**src/rtl/serdes_host.sv**
```systemverilog
// rtl/serdes_host.sv - host-side sequencer for a byte-serial external adder chip
// Streams both operands out bytewise, strobes the chip, then collects the sum bytes and carry.
module serdes_host #(
  parameter int WIDTH     = 24,
  parameter int CALC_WAIT = 2,
  parameter int RD_LAT    = 1
) (
  input  logic             clk,
  input  logic             rst_n,
  input  logic             op_valid,
  output logic             op_ready,
  input  logic [WIDTH-1:0] op_a,
  input  logic [WIDTH-1:0] op_b,
  input  logic             op_sel,
  output logic [7:0]       byte_out,
  output logic             start_calc,
  output logic             output_result,
  output logic             sel_rca,
  input  logic [7:0]       byte_in,
  input  logic             ovf_cla,
  input  logic             ovf_rca,
  output logic             res_valid,
  input  logic             res_ready,
  output logic [WIDTH:0]   res_sum
);
  localparam int NB     = WIDTH / 8;
  localparam int RD_CYC = RD_LAT + NB;
  localparam int CNT_W  = $clog2(2 * NB + CALC_WAIT + RD_CYC);

  typedef enum logic [2:0] {S_IDLE, S_SEND, S_START, S_WAIT, S_READ, S_DONE} state_t;

  state_t             state_q, state_d;
  logic [CNT_W-1:0]   cnt_q, cnt_d;
  logic               rdy_q;
  logic [2*WIDTH-1:0] sh_q;
  logic               sel_q;
  logic [WIDTH:0]     sum_q;
  logic [WIDTH+7:0]   sum_shift;

  // Counters run down to zero so every phase ends on the same cnt_q == 0 test.
  always_comb begin
    state_d       = state_q;
    cnt_d         = cnt_q;
    op_ready      = 1'b0;
    byte_out      = 8'h00;
    start_calc    = 1'b0;
    output_result = 1'b0;
    res_valid     = 1'b0;
    sel_rca       = (state_q != S_IDLE) & sel_q;
    unique case (state_q)
      S_IDLE: begin
        op_ready = rdy_q;
        if (op_valid && rdy_q) begin
          state_d = S_SEND;
          cnt_d   = CNT_W'(2 * NB - 1);
        end
      end
      S_SEND: begin
        byte_out = sh_q[7:0];
        if (cnt_q == '0) state_d = S_START;
        else             cnt_d   = cnt_q - CNT_W'(1);
      end
      S_START: begin
        start_calc = 1'b1;
        state_d    = S_WAIT;
        cnt_d      = CNT_W'(CALC_WAIT - 1);
      end
      S_WAIT: begin
        if (cnt_q == '0) begin
          state_d = S_READ;
          cnt_d   = CNT_W'(RD_CYC - 1);
        end else begin
          cnt_d = cnt_q - CNT_W'(1);
        end
      end
      S_READ: begin
        output_result = 1'b1;
        if (cnt_q == '0) state_d = S_DONE;
        else             cnt_d   = cnt_q - CNT_W'(1);
      end
      S_DONE: begin
        res_valid = 1'b1;
        if (res_ready) state_d = S_IDLE;
      end
      default: state_d = S_IDLE;
    endcase
  end

  assign sum_shift = {byte_in, sum_q[WIDTH-1:0]};
  assign res_sum   = sum_q;

  // rdy_q keeps op_ready low during reset and until the first edge after release.
  always_ff @(posedge clk or negedge rst_n) begin
    if (!rst_n) begin
      state_q <= S_IDLE;
      cnt_q   <= '0;
      rdy_q   <= 1'b0;
      sh_q    <= '0;
      sel_q   <= 1'b0;
      sum_q   <= '0;
    end else begin
      state_q <= state_d;
      cnt_q   <= cnt_d;
      rdy_q   <= 1'b1;
      if (state_q == S_IDLE && op_valid && rdy_q) begin
        sh_q  <= {op_b, op_a};
        sel_q <= op_sel;
      end else if (state_q == S_SEND) begin
        sh_q <= {8'h00, sh_q[2*WIDTH-1:8]};
      end
      // Only the last NB read cycles carry sum bytes; earlier ones cover the chip latency.
      if (state_q == S_READ && cnt_q < CNT_W'(NB)) sum_q[WIDTH-1:0] <= sum_shift[WIDTH+7:8];
      if (state_q == S_READ && cnt_q == '0) sum_q[WIDTH] <= sel_q ? ovf_rca : ovf_cla;
    end
  end
endmodule

```
**config.mk**
```make
export PLATFORM = sky130hd
export DESIGN_NAME = serdes_host
export DESIGN_NICKNAME = d
export VERILOG_FILES = /design/src/rtl/serdes_host.sv
export SDC_FILE = /design/constraint.sdc
export NUM_CORES = 1
export LEC_CHECK = 0
export BUFFER_PORTS_ARGS = -buffer_cell sky130_fd_sc_hd__buf_2
export CORE_MARGIN = 5
export CORE_UTILIZATION = 37
export CTS_CLUSTER_DIAMETER = 50
export DETAILED_ROUTE_END_ITERATION = 7
export HOLD_SLACK_MARGIN = 0.08
export PLACE_DENSITY = 0.66
export SYNTH_ARGS = -nofsm -noshare
export SYNTH_HDL_FRONTEND = slang
export SYNTH_SLANG_ARGS = --single-unit
export TNS_END_PERCENT = 30
```
**constraint.sdc**
```tcl
create_clock -name clk -period 2 [get_ports clk]
set_input_delay 0.3 -clock clk [delete_from_list [all_inputs] [get_ports clk]]
set_output_delay 0.3 -clock clk [all_outputs]
set_load 0.01 [all_outputs]
```
==> impl_metrics.tcl <==
set metrics [dict create \
    status "finished clean" \
    rsz0062_at_grt "yes" \
    fp-row-count 37 \
    gp_congestion 0.7916 \
    ys_seq_area_share_pct 53.86 \
    die_x_um 111.5 \
    post-route-drc-count 0 \
    fmax_mhz 523.2 \
    totalWireLength_um 8883 \
    cp_top_family "buffers and inverters" \
    antenna_found_initial 1 \
    cts_max_level 3 \
    place_area_um2 4507 \
    final_area_um2 4857 \
    powerDensity_nw_per_um2 1394 \
    skew_ps 9.861 \
    tightestPinTransition_ps 629.5 \
    dp_hpwl_um 6043 \
    drtIter0Drc 182 \
    core_um2 10180 \
    min_path_type "in2reg" \
    post_drt_wl_per_cell_um 14.95 \
    whs_ps 156.6 \
    start_util_pct 37.41 \
    hold_viol 0 \
    io_buffers 100 \
    dr.pass1.iters 7 \
    postLayoutSetupSlackWorst_ps 88.68 \
    met1_length_um 4073 \
    min_period_ps 1911 \
    synth_fp_nets 419 \
    slew_violations 0 \
    grt_pass1_vias 2904 \
    crit_path_max_fanout 16 \
    ant_nets 0 \
    dpl.cell_count 573 \
    final_util_pct 47.69 \
    synthDistinctLibCells 38 \
    critical_path_class "reg2out" \
    relSlewSlack_pct 57.90 \
    antenna_cells 0 \
    worstSkewPairLatency_ps 340 \
    wl_met2_um 4071 \
    synth_area_um2 3810 \
    die-area_um2 12430 \
    track_usage_pct 14.17 \
    nNetsFinal 519 \
    grt_max_degree 47 \
    boundaryPins 101 \
    crit_buf_inv 3 \
    critPathMaxStageDelay_ps 390 \
    setup_viol 0 \
    finalPower_mw 6.773 \
    clk_pin_slew_ps 90 \
    synth_edf_count 0 \
    required_ps 1700 \
    clock_path_buffers 2 \
    slowest_stage "dfrtp_1" \
    synth.avg_cell_area_um2 10.79 \
    fin_tns_setup_ps 0 \
    postSynth.asyncResetShare_pct 100.0 \
    vias 2888 \
    end_kind "output pin" \
    drive_gt1_share_pct 35.81 \
    grt_overflow 0 \
    netlist_instances 353 \
    viasPerCell 4.862 \
    clockRootBuffer "clkbuf_8" \
    cp_data_arrival_time_ps 1610 \
    final_common_cell "buf_2" \
    dp_slack_ps 113.7 \
    wl_met3_um 591 \
    routed.top_layer "met5" \
    numCtsBuffers 9 \
    crit_path_start_kind "flop" \
    synth_warnings 0 \
    ys.flop_type "dfrtp_1" \
    area_growth_pct 27.49 \
    peakVddDrop_uv 741.5 \
    grt_pass1_wl_um 14480 \
    synth-seq-cells 82 \
    p_leak_nw 2.454 \
    final_cells 594 \
    cts_tree "yes" \
    die_y_um 111.5 \
    mostFrequentLayoutCells "99 x buf_2, 81 x dfrtp_1, 75 x nand2_1" \
    path_cells "buf_6, nor3b_4, buf_12, and2_1, buf_2" \
    post-route-period-util_pct 95.57 \
    numClockSinks 82 \
    cap_viol_max_count 0 \
]
-- state kept, by name, indices dropped and copies added, names as in the netlist --
| register | cells |
|---|---|
| sh_q | 48 |
| res_sum | 25 |
| cnt_q | 4 |
| state_q | 3 |
| rdy_q | 1 |
| sel_q | 1 |
-- synthesized netlist by cell type (3+ instances only) --
cell type / instances / area [um2]
dfrtp_1: 82 / 2052
nand2_1: 75 / 281.5
o21ai_0: 40 / 200.2
mux2i_1: 28 / 280.3
mux2_4: 20 / 300.3
clkbuf_1: 17 / 63.81
a22oi_1: 14 / 105.1
and2_1: 9 / 56.30
a21oi_1: 7 / 35.03
mux2_2: 6 / 67.56
nor2_1: 5 / 18.77
inv_1: 4 / 15.01
buf_1: 3 / 11.26
buf_2: 3 / 15.01
ha_1: 3 / 37.54
nor2b_1: 3 / 18.77
nor3b_1: 3 / 22.52
-- report_power, final --
part | switching (mW) | internal [mW]
Clock | 0.632 | 0.755
Sequential | 0.400 | 2.21
Combinational | 1.32 | 1.46
-- cells by family after synthesis --
group | Yosys count | share of synthesized area, %
other | 1 | 0.09843
muxes | 54 | 17.01
DFF | 82 | 53.86
AOI/OAI and AO/OA | 73 | 11.30
xor gates and xnor gates | 1 | 0.2299
adders and majority gates | 3 | 0.9853
buffers and inverters | 30 | 3.547
and+or+nand+nor | 109 | 12.97
-- routing by layer --
| metal | vias up | GRT usage (%) |
|---|---|---|
| met4 | 2 | 4.055 |
| li1 | 1412 | - |
| met3 | 16 | 3.913 |
| met5 | - | 0 |
| met1 | 1364 | 19.74 |
| met2 | 94 | 21.75 |
-- worst paths after layout --
| path | depth (start not counted) | end | slack (ps) | start |
|---|---|---|---|---|
| worst max-delay path | 5 | byte_out[6] | 90 | state_q[1] |
| worst min-delay path | 3 | sh_q[43] | 160 | op_b[19] |
| worst max register to register | 6 | cnt_q[1] | 100 | cnt_q[0] |
| worst min register to register | 2 | sh_q[6] | 470 | sh_q[6] |
| max in group asynchronous | 3 | sh_q[27] | 900 | rst_n |
| min in group asynchronous | 2 | sh_q[33] | 470 | rst_n |
-- final cells by class --
cell class | count | area [um2]
Clock inverter | 6 | 97.59
Clock buffer | 10 | 137.6
Sequential cell | 82 | 2053
Timing Repair Buffer | 115 | 742.0
Inverter | 4 | 15.01
Multi-Input combinational cell | 241 | 1642
Fill cell | 954 | 5328
Tap cell | 136 | 170.2
-- tightest hold or removal path, delay by kind of cell --
kind                   cells  cell delay [ps]
buffers and inverters      1               70
AO/OA/AOI/OAI              1               60
AND/OR/NAND/NOR            1               30
-- timing repair --
action | 4_1_cts | 5_1_grt
hold buffers | 1 | 0
endpoints found under the hold margin | 36 | 0
pin swaps | 1 | 0
buffers inserted | 2 | 0
setup endpoints to repair | 8 | 23
cloned | 2 | 0
resized for setup | 1 | 5
(Power assumes the default switching activity.)
